`config.mk`:
```
export PLATFORM = sky130hd
export DESIGN_NAME = tx_pattern_sequencer
export DESIGN_NICKNAME = d
export VERILOG_FILES = /design/src/rtl/tx_pattern_sequencer.sv
export SDC_FILE = /design/constraint.sdc
export NUM_CORES = 1
export LEC_CHECK = 0
export ABC_AREA = 1
export ABC_CLOCK_PERIOD_IN_PS = 3500
export CORE_ASPECT_RATIO = 1.2
export CORE_MARGIN = 2
export CORE_UTILIZATION = 30
export DETAILED_ROUTE_END_ITERATION = 12
export GPL_ROUTABILITY_DRIVEN = 0
export HOLD_SLACK_MARGIN = 0.03
export SYNTH_ARGS = -nofsm -noshare
export SYNTH_HDL_FRONTEND = slang
export SYNTH_SLANG_ARGS = --single-unit
```
`constraint.sdc`:
```
create_clock -name clk_i -period 3.5 [get_ports clk_i]
set_input_delay 1.05 -clock clk_i [delete_from_list [all_inputs] [get_ports clk_i]]
set_output_delay 1.05 -clock clk_i [all_outputs]
set_load 0.02 [all_outputs]
```
`src/rtl/tx_pattern_sequencer.sv`:
```
// Serial TX pattern sequencer: preamble, PRBS7 training burst, then LSB-first
// payload words under a valid/ready handshake. One bit per clock on data_o.
module tx_pattern_sequencer #(
  parameter int unsigned WORD_W  = 16,
  parameter int unsigned PRE_LEN = 32,
  parameter int unsigned LEN_W   = 16
) (
  input  logic              clk_i,
  input  logic              rstb_i,
  input  logic              start_i,
  input  logic              stop_i,
  input  logic [LEN_W-1:0]  prbs_len_i,
  input  logic [WORD_W-1:0] word_i,
  input  logic              word_valid_i,
  output logic              word_ready_o,
  output logic              data_o,
  output logic [1:0]        state_o,
  output logic              busy_o,
  output logic              underflow_o,
  output logic              done_o
);

  localparam int unsigned PcW = (PRE_LEN > 1) ? $clog2(PRE_LEN) : 1;
  localparam int unsigned BcW = (WORD_W > 1) ? $clog2(WORD_W) : 1;

  typedef enum logic [1:0] {
    StIdle = 2'd0,
    StPre  = 2'd1,
    StPrbs = 2'd2,
    StData = 2'd3
  } state_e;

  state_e            state_q, state_d;
  logic [PcW-1:0]    pre_cnt_q, pre_cnt_d;
  logic [LEN_W-1:0]  prbs_cnt_q, prbs_cnt_d;
  logic [LEN_W-1:0]  len_q, len_d;
  logic [6:0]        lfsr_q, lfsr_d;
  logic [WORD_W-1:0] shreg_q, shreg_d;
  logic [BcW-1:0]    bit_cnt_q, bit_cnt_d;
  logic              loaded_q, loaded_d;
  logic              stop_pend_q, stop_pend_d;
  logic              data_q, data_d;
  logic              underflow_q, underflow_d;
  logic              done_q, done_d;

  logic pre_last, prbs_last, word_last, xfer, stop_eff;

  assign pre_last  = (pre_cnt_q == PcW'(PRE_LEN - 1));
  assign prbs_last = (prbs_cnt_q == len_q - LEN_W'(1));
  assign word_last = (bit_cnt_q == BcW'(WORD_W - 1));
  assign stop_eff  = stop_i | stop_pend_q;

  // Ready depends only on state and counters; it opens one cycle early in
  // PRE/PRBS so the first payload bit follows the last training bit directly.
  always_comb begin
    word_ready_o = 1'b0;
    unique case (state_q)
      StPre:   word_ready_o = pre_last && (len_q == '0);
      StPrbs:  word_ready_o = prbs_last;
      StData:  word_ready_o = !stop_pend_q && (!loaded_q || word_last);
      default: word_ready_o = 1'b0;
    endcase
  end

  assign xfer = word_ready_o & word_valid_i;

  // Next-state, datapath and registered-output logic.
  always_comb begin
    state_d     = state_q;
    pre_cnt_d   = pre_cnt_q;
    prbs_cnt_d  = prbs_cnt_q;
    len_d       = len_q;
    lfsr_d      = lfsr_q;
    shreg_d     = shreg_q;
    bit_cnt_d   = bit_cnt_q;
    loaded_d    = loaded_q;
    stop_pend_d = stop_pend_q;
    underflow_d = underflow_q;
    data_d      = 1'b0;
    done_d      = 1'b0;

    unique case (state_q)
      StIdle: begin
        loaded_d    = 1'b0;
        stop_pend_d = 1'b0;
        bit_cnt_d   = '0;
        if (start_i && !stop_i) begin
          state_d     = StPre;
          len_d       = prbs_len_i;
          underflow_d = 1'b0;
          pre_cnt_d   = '0;
        end
      end
      StPre: begin
        data_d = ~pre_cnt_q[0];
        if (stop_i) begin
          state_d = StIdle;
          done_d  = 1'b1;
        end else if (pre_last) begin
          pre_cnt_d = '0;
          if (len_q != '0) begin
            state_d    = StPrbs;
            lfsr_d     = 7'h7F;
            prbs_cnt_d = '0;
          end else begin
            state_d = StData;
          end
        end else begin
          pre_cnt_d = pre_cnt_q + PcW'(1);
        end
      end
      StPrbs: begin
        data_d = lfsr_q[6];
        lfsr_d = {lfsr_q[5:0], lfsr_q[6] ^ lfsr_q[5]};
        if (stop_i) begin
          state_d = StIdle;
          done_d  = 1'b1;
        end else if (prbs_last) begin
          prbs_cnt_d = '0;
          state_d    = StData;
        end else begin
          prbs_cnt_d = prbs_cnt_q + LEN_W'(1);
        end
      end
      StData: begin
        if (stop_i) stop_pend_d = 1'b1;
        if (loaded_q) begin
          data_d  = shreg_q[0];
          shreg_d = shreg_q >> 1;
          if (word_last) begin
            loaded_d  = 1'b0;
            bit_cnt_d = '0;
            if (stop_eff && !xfer) begin
              state_d = StIdle;
              done_d  = 1'b1;
            end
          end else begin
            bit_cnt_d = bit_cnt_q + BcW'(1);
          end
        end else if (stop_eff && !xfer) begin
          state_d = StIdle;
          done_d  = 1'b1;
        end else if (!stop_eff) begin
          // Empty slot: emit 0 and flag it, keep waiting for a word.
          underflow_d = 1'b1;
        end
      end
      default: state_d = StIdle;
    endcase

    // A handshake only loads when the sequence actually continues into DATA.
    if (xfer && (state_d == StData)) begin
      shreg_d   = word_i;
      loaded_d  = 1'b1;
      bit_cnt_d = '0;
    end
  end

  // State and datapath registers.
  always_ff @(posedge clk_i or negedge rstb_i) begin
    if (!rstb_i) begin
      state_q     <= StIdle;
      pre_cnt_q   <= '0;
      prbs_cnt_q  <= '0;
      len_q       <= '0;
      lfsr_q      <= 7'h7F;
      shreg_q     <= '0;
      bit_cnt_q   <= '0;
      loaded_q    <= 1'b0;
      stop_pend_q <= 1'b0;
      data_q      <= 1'b0;
      underflow_q <= 1'b0;
      done_q      <= 1'b0;
    end else begin
      state_q     <= state_d;
      pre_cnt_q   <= pre_cnt_d;
      prbs_cnt_q  <= prbs_cnt_d;
      len_q       <= len_d;
      lfsr_q      <= lfsr_d;
      shreg_q     <= shreg_d;
      bit_cnt_q   <= bit_cnt_d;
      loaded_q    <= loaded_d;
      stop_pend_q <= stop_pend_d;
      data_q      <= data_d;
      underflow_q <= underflow_d;
      done_q      <= done_d;
    end
  end

  assign data_o      = data_q;
  assign state_o     = state_q;
  assign busy_o      = (state_q != StIdle);
  assign underflow_o = underflow_q;
  assign done_o      = done_q;

endmodule

```
==> results.py, run 1 <==
metrics = {
    "pwr": {
        "swShare": 0.360,
        "switchingPower_mw": 1.13,
        "power_leakage_nw": 2.59,
        "vdd_drop_max_mv": 0.246,
        "seq_power_share": 0.367,
        "pwr_density_cell_nw_per_um2": 586,
        "pwr-share-comb": 0.324,
        "p_clk_frac": 0.309,
        "internal_power_mw": 2.01,
    },
    "placement": {
        "dp_hpwl_um": 7350,
        "port_buffers": 43,
        "dp.cells": 787,
    },
    "layout": {
        "seqCellArea_sq_um": 1790,
        "final_cells": 804,
        "multi_input_area_sq_um": 2220,
        "final_common_cell": "nand2_1",
        "layout-drive-gt1-share": 0.151,
        "fin_util": 0.374,
        "antenna_cells": 0,
        "syn_to_final_growth_pct": 22.1,
        "fillers": 1489,
        "layout.nets": 670,
        "layout_common_cells": "nand2_1 (116), inv_1 (76), dfrtp_1 (64)",
    },
    "synth": {
        "synthArstFlopShare": 1.00,
        "syn_nets": 621,
        "avgSynthCellArea_sq_um": 7.65,
        "synth_edf_count": 0,
        "ys_types": 43,
        "synth-main-ff-cell": "dfrtp_1",
        "seq_area_frac_synth": 0.406,
        "syn_area_sq_um": 4400,
        "yosys_warnings": 0,
        "synthesis.instances": 575,
        "ys_ff_latch": 71,
    },
    "critical_path": {
        "crit_top_cell": "nand2_1",
        "crit_path_top_delay_cell": "dfrtp_1",
        "cp_top_family": "simple AND/OR/NAND/NOR gates",
        "cp.buffers_inverters": 2,
        "required_ns": 2.45,
        "crit_fanout": 6,
        "critPathLaunchType": "flip-flop",
        "path_cells": "inv_2 -> ha_4 -> nand3_2 -> nor2_4 -> nand3_1 -> nand2_1 -> nand2_1 -> nor2_1 -> nand2_1 -> nor2_2 -> nand3_2 -> a21oi_2 -> buf_4",
        "r2r_cells": 23,
        "r2r_setup_slack_ns": 0.56,
        "worst_path_largest_cell_delay_ns": 0.40,
        "cp-end-kind": "output pin",
        "worst-endpoint-arrival_ns": 2.20,
        "crit_type": "reg2out",
        "path_depth": 13,
    },
    "detailed_routing": {
        "firstDrtPassIters": 4,
        "postRouteAntennaNets": 0,
        "drt-total-wl_um": 10000,
        "wl_met2_um": 4940,
        "drt-met1-wl_um": 4520,
        "num_vias": 3779,
        "viasPerCell": 4.70,
        "maxUsedRoutingLayer": "met4",
        "avgRoutedWirePerCell_um": 12.5,
        "drt_iter0_drc": 193,
        "route.detailed.drc": 0,
        "route.met3.wl_um": 476,
    },
    "cts": {
        "cts_root_buffer": "clkbuf_16",
        "clkTransAtPathRegs_ns": 0.06,
        "cts_buffers": 9,
        "clock_latency_ns": 0.34,
        "cts_tree": "yes",
        "clk_path_buf_depth": 2,
        "cts_sinks": 71,
        "htreeDepth": 3,
    },
    "timing": {
        "hold_viol": 0,
        "tightest_slew_ns": 1.12,
        "fin_crit_ns": 3.25,
        "finalSetupViolations": 0,
        "max_freq_ghz": 0.307,
        "rsz0062_at_grt": "no",
        "finalSetupTns_ns": 0,
        "slew-limit-headroom": 0.246,
        "slew_violations": 0,
        "fin_worst_skew_ns": 0.00522,
        "post-route-period-util": 0.930,
    },
    "global_route": {
        "grt_pass1_wl_um": 17100,
        "grt_pass1_vias": 3747,
        "globalRouteOverflowTotal": 0,
        "track_usage": 0.138,
        "grt_antenna_before_repair": 0,
        "grt_max_degree": 72,
    },
    "worst_hold_path": {
        "hold_depth": 2,
        "hold_path.class": "reg2reg",
    },
    "floorplanning": {
        "die_x_um": 115,
        "die_h_um": 137,
        "rows": 48,
        "num_io_pins": 44,
        "die_area_sq_um": 15600,
        "start_util": 0.306,
        "core_area_sq_um": 14400,
    },
    "outcome": {
        "status": "complete, no violations",
    },
    "job": {
        "drv_cap": 0,
    },
}
==> worst paths after layout <==
path | start | to
worst min-delay path | lfsr_q[0] | lfsr_q[1]
worst min register to register | lfsr_q[0] | lfsr_q[1]
max in group asynchronous | rstb_i | lfsr_q[6]
worst max register to register | len_q[1] | shreg_q[0]
worst max-delay path | len_q[1] | word_ready_o
min in group asynchronous | rstb_i | len_q[4]
==> worst min-delay path: cells and delay by family (launching register included) <==
kind                   cells  cell delay (ns)
AO/OA/AOI/OAI              1             0.08
flip-flops                 1             0.36
buffers and inverters      1             0.05
==> power by group through the flow <==
stage                     clock (mW)  sequential (mW)  combinational [mW]
after CTS                       1.02             1.15                1.01
after detailed placement           0             1.17                1.01
final                          0.972             1.15                1.02
after global placement             0             1.16               0.984
after floorplan                    0             1.13               0.698
after global routing            1.05             1.18                1.17
==> sequential cells by signal, indices dropped and copies added (netlist names) <==
name,count
len_q,16
prbs_cnt_q,16
bit_cnt_q,4
data_o,1
lfsr_q,7
stop_pend_q,1
underflow_o,1
done_o,1
shreg_q,16
state_o,2
pre_cnt_q,5
loaded_q,1
==> through the flow <==
stage	area, sq um	worst slack, ns	hold WS [ns]	total power [mW]
after global placement	5030	0.0961	0.474	2.14
after global routing	5370	0.0137	0.511	3.40
after CTS	5350	0.0204	0.493	3.19
after floorplan	4400	0.630	0.459	1.83
after detailed placement	5030	0.0651	0.482	2.17
final	5370	0.247	0.491	3.15
==> area by class of cell <==
cell class,instances,area share
multi-input cells,405,0.413
flip-flops and latches,71,0.332
repair buffers,55,0.0979
inverters,82,0.0578
clock buffers,9,0.0419
well taps,175,0.0408
clock inverters,7,0.0163
==> timing repair <==
item | in CTS | in global routing
pin swaps | 0 | 3
buffers inserted | 0 | 1
hold buffers | 0 | 0
resized for setup | 3 | 8
setup endpoints to repair | 1 | 1
==> cells by family after synthesis <==
kind of cell,synth area share
simple gates,0.343
mux,0.0154
xor+xnor,0.0239
buf+inv,0.0939
fa+ha+maj,0.0256
compound gates,0.0916
flops,0.406
==> cell usage after synthesis, types with 2 or more instances <==
library cell  number  area share
nor2_1            64       0.055
nand3_2           12       0.027
o211ai_1           4      0.0068
nor3_1            10       0.011
mux2_2             6       0.015
buf_6              3      0.0077
nor4_1             2      0.0028
o21ai_0           23       0.026
nand3_1           56       0.064
inv_2              3      0.0026
nand4_1            8       0.011
dfstp_2            7       0.042
a21oi_1           29       0.033
xor2_1             9       0.018
nor2_2             5      0.0071
dfrtp_1           64        0.36
nand2_1          116       0.099
ha_1               9       0.026
a31oi_1            5      0.0071
nor2_4             2      0.0051
nor2_8             2      0.0091
nand2_2           19       0.027
nand3b_1           7       0.012
clkbuf_1          12       0.010
xnor2_1            3      0.0060
inv_1             77       0.066
a211oi_1           2      0.0034
==> layer usage <==
metal | global-route usage | vias to the layer above
met5 | 0 | -
met4 | 0.0623 | 0
met1 | 0.164 | 1751
li1 | - | 1954
met2 | 0.232 | 67
met3 | 0.0385 | 7
Note: power is estimated with default switching activity, not from simulation.
==> run 2, diff against run 1 <==
--- a/config.mk
+++ b/config.mk
@@ -5,11 +5,11 @@
 export SDC_FILE = /design/constraint.sdc
 export NUM_CORES = 1
 export LEC_CHECK = 0
-export ABC_AREA = 1
 export ABC_CLOCK_PERIOD_IN_PS = 3500
 export CORE_ASPECT_RATIO = 1.2
 export CORE_MARGIN = 2
 export CORE_UTILIZATION = 30
+export CTS_CLUSTER_DIAMETER = 100
 export DETAILED_ROUTE_END_ITERATION = 12
 export GPL_ROUTABILITY_DRIVEN = 0
 export HOLD_SLACK_MARGIN = 0.03
==> run 2 against run 1 <==
Clock skew increased by 0.0024 ns. Synthesized area decreased by 3.0%. Critical endpoint unchanged. The run now ends with negative setup slack left. Final area increased by 9.4%. Global-route usage increased by 1.7 points. Final cell count decreased by 9.6%. Highest routed layer unchanged. Hold slack improved by 0.0010 ns.
==> results.py, run 2 <==
metrics = {
    "detailed_routing": {
        "drt_iter0_drc": 135,
        "num_vias": 3775,
        "viasPerCell": 5.19,
        "wl_met2_um": 5810,
        "route.met3.wl_um": 598,
        "firstDrtPassIters": 4,
        "avgRoutedWirePerCell_um": 15.3,
        "postRouteAntennaNets": 0,
        "route.detailed.drc": 0,
        "maxUsedRoutingLayer": "met4",
        "drt-met1-wl_um": 4350,
        "drt-total-wl_um": 11100,
    },
    "floorplanning": {
        "die_h_um": 135,
        "start_util": 0.308,
        "rows": 47,
        "core_area_sq_um": 13800,
        "num_io_pins": 44,
        "die_area_sq_um": 15200,
        "die_x_um": 113,
    },
    "cts": {
        "cts_sinks": 71,
        "clock_latency_ns": 0.34,
        "clk_path_buf_depth": 2,
        "cts_tree": "yes",
        "htreeDepth": 3,
        "cts_root_buffer": "clkbuf_16",
        "clkTransAtPathRegs_ns": 0.06,
        "cts_buffers": 9,
    },
    "synth": {
        "yosysMostFrequentCell": "dfrtp_1",
        "avgSynthCellArea_sq_um": 9.98,
        "synthArstFlopShare": 1.00,
        "synth.area.top_cells": "dfrtp_1 (38%), mux2_2 (8.7%), mux2_4 (4.9%)",
        "ys_ff_latch": 71,
        "yosys-top-cells-count": "dfrtp_1 (64), nand2_1 (44), mux2_2 (33)",
        "synth_edf_count": 0,
        "synthAdderAreaFrac": 0.0264,
        "synth_top_family_by_area": "simple AND/OR/NAND/NOR gates",
        "yosys_warnings": 0,
        "synth-xor-area-share": 0.0534,
        "syn_area_sq_um": 4260,
        "synth_mux_area_frac": 0.146,
        "seq_area_frac_synth": 0.419,
        "ys_types": 60,
        "synth-main-ff-cell": "dfrtp_1",
        "yosysTopAreaCellShare": 0.376,
        "synthSimpleGateAreaFrac": 0.178,
        "syn_nets": 473,
        "yosysTopAreaCell": "dfrtp_1",
        "synthesis.instances": 427,
        "synth_compound_area_frac": 0.139,
    },
    "pwr": {
        "vdd_drop_max_mv": 0.379,
        "power.total_mw": 3.42,
        "power_leakage_nw": 2.61,
        "pwr_density_cell_nw_per_um2": 581,
    },
    "placement": {
        "dp.cells": 689,
        "port_buffers": 43,
        "dp_hpwl_um": 7700,
        "pre_cts_ws_ns": -0.802,
    },
    "worst_hold_path": {
        "hold_path.class": "reg2reg",
        "min_from": "pre_cnt_q[3]",
        "hold_depth": 1,
        "hold-path-endpoint": "pre_cnt_q[3]",
    },
    "critical_path": {
        "path_cells": "or4_4 -> or4_4 -> a211oi_2 -> o32ai_2 -> or4_4 -> o21a_1 -> nor2_4 -> buf_6",
        "crit_type": "reg2out",
        "crit_top_cell": "or4_4",
        "required_ns": 2.45,
        "worst-endpoint-arrival_ns": 3.04,
        "r2r_cells": 24,
        "critPathLaunchType": "flip-flop",
        "cp-startpoint": "len_q[0]",
        "crit_path_top_delay_cell": "or4_4",
        "cp_top_family": "simple AND/OR/NAND/NOR gates",
        "r2r_setup_slack_ns": -0.13,
        "cp-end-kind": "output pin",
        "r2r_start": "len_q[1]",
        "crit_fanout": 3,
        "reg2reg_to": "state_o[0]",
        "worst_path_largest_cell_delay_ns": 0.56,
        "cp.buffers_inverters": 1,
    },
    "layout": {
        "layout_common_cells": "buf_4 (89), dfrtp_1 (64), nand2_1 (44)",
        "antenna_cells": 0,
        "layout.nets": 597,
        "final_cells": 727,
        "syn_to_final_growth_pct": 37.8,
        "layout-drive-gt1-share": 0.329,
        "reg_top3": "len_q x16, prbs_cnt_q x16, shreg_q x16",
        "final_common_cell": "buf_4",
    },
    "timing": {
        "slew_violations": 0,
        "post-route-period-util": 1.17,
        "hold_viol": 0,
        "finalSetupViolations": 21,
        "max_freq_ghz": 0.244,
        "fin_worst_skew_ns": 0.00767,
        "tightest_slew_ns": 0.806,
        "fin_crit_ns": 4.09,
        "finalWorstSetupSlack_ns": -0.591,
        "rsz0062_at_grt": "yes",
        "finalSetupTns_ns": -2.66,
        "slew-limit-headroom": 0.463,
    },
    "outcome": {
        "violations": "negative setup slack",
        "status": "finished, violations left",
    },
    "global_route": {
        "track_usage": 0.155,
        "globalRouteOverflowTotal": 0,
        "grt_pass1_vias": 3974,
        "grt_max_degree": 40,
        "grt_pass1_wl_um": 19000,
        "grt_antenna_before_repair": 0,
    },
    "job": {
        "drv_cap": 0,
    },
}
-- run 2: per-layer routing --
layer	vias to the layer above	GRT usage
met5	-	0
li1	1807	-
met4	0	0.0691
met2	108	0.282
met3	31	0.0364
met1	1829	0.170
-- run 2: report_power, final --
group / total (mW) / switching, mW / internal (mW) / leakage [nW]
combinational: 1.48 / 0.681 / 0.797 / 1.57
clock: 0.837 / 0.360 / 0.477 / 0.136
sequential: 1.10 / 0.124 / 0.977 / 0.911
-- run 2: timing repair --
action,CTS,global route
buffers inserted,20,2
gates resized for setup,21,0
pin swaps,13,2
hold endpoints to repair,0,0
endpoints found under the setup margin,21,23
hold buffers,0,0
-- run 2: cell families (layout without fill, tap and decap cells) --
family	Yosys count	after routing
adders and majority gates	9	9
buffers and inverters	37	166
xor gates and xnor gates	26	26
DFF	71	71
AOI/OAI and AO/OA	86	86
and+or+nand+nor	147	147
muxes	51	51
-- run 2: layout make-up --
class,instances,area (sq um)
timing repair buffer,136,1170
sequential,71,1790
inverter,14,52.6
multi-input combinational,319,2390
tap,171,214
clock inverter,6,37.5
fill,1289,7940
clock buffer,10,229
-- run 2: stage by stage --
step / hold slack (ns) / utilization / cell area [sq um]
floorplan: 0.443 / - / 4290
global placement: 0.457 / 0.388 / 5360
detailed placement: 0.477 / 0.388 / 5360
CTS: 0.492 / 0.424 / 5860
global route: 0.513 / 0.425 / 5880
finish: 0.492 / 0.425 / 5880
-- run 2: worst max-delay path by stage --
| stage | end | slack [ns] | depth (start not counted) |
|---|---|---|---|
| finish | word_ready_o | -0.59 | 8 |
| global placement | word_ready_o | -0.77 | 8 |
| detailed placement | word_ready_o | -0.80 | 8 |
| global route | word_ready_o | -0.68 | 8 |
| CTS | word_ready_o | -0.62 | 8 |
| floorplan | word_ready_o | -0.34 | 10 |
==> run 3, diff against run 2 <==
--- a/config.mk
+++ b/config.mk
@@ -12,7 +12,6 @@
 export CTS_CLUSTER_DIAMETER = 100
 export DETAILED_ROUTE_END_ITERATION = 12
 export GPL_ROUTABILITY_DRIVEN = 0
-export HOLD_SLACK_MARGIN = 0.03
 export SYNTH_ARGS = -nofsm -noshare
 export SYNTH_HDL_FRONTEND = slang
 export SYNTH_SLANG_ARGS = --single-unit
==> results of run 3 <==
Final layout, timing and power as in run 2 (identical DEF).
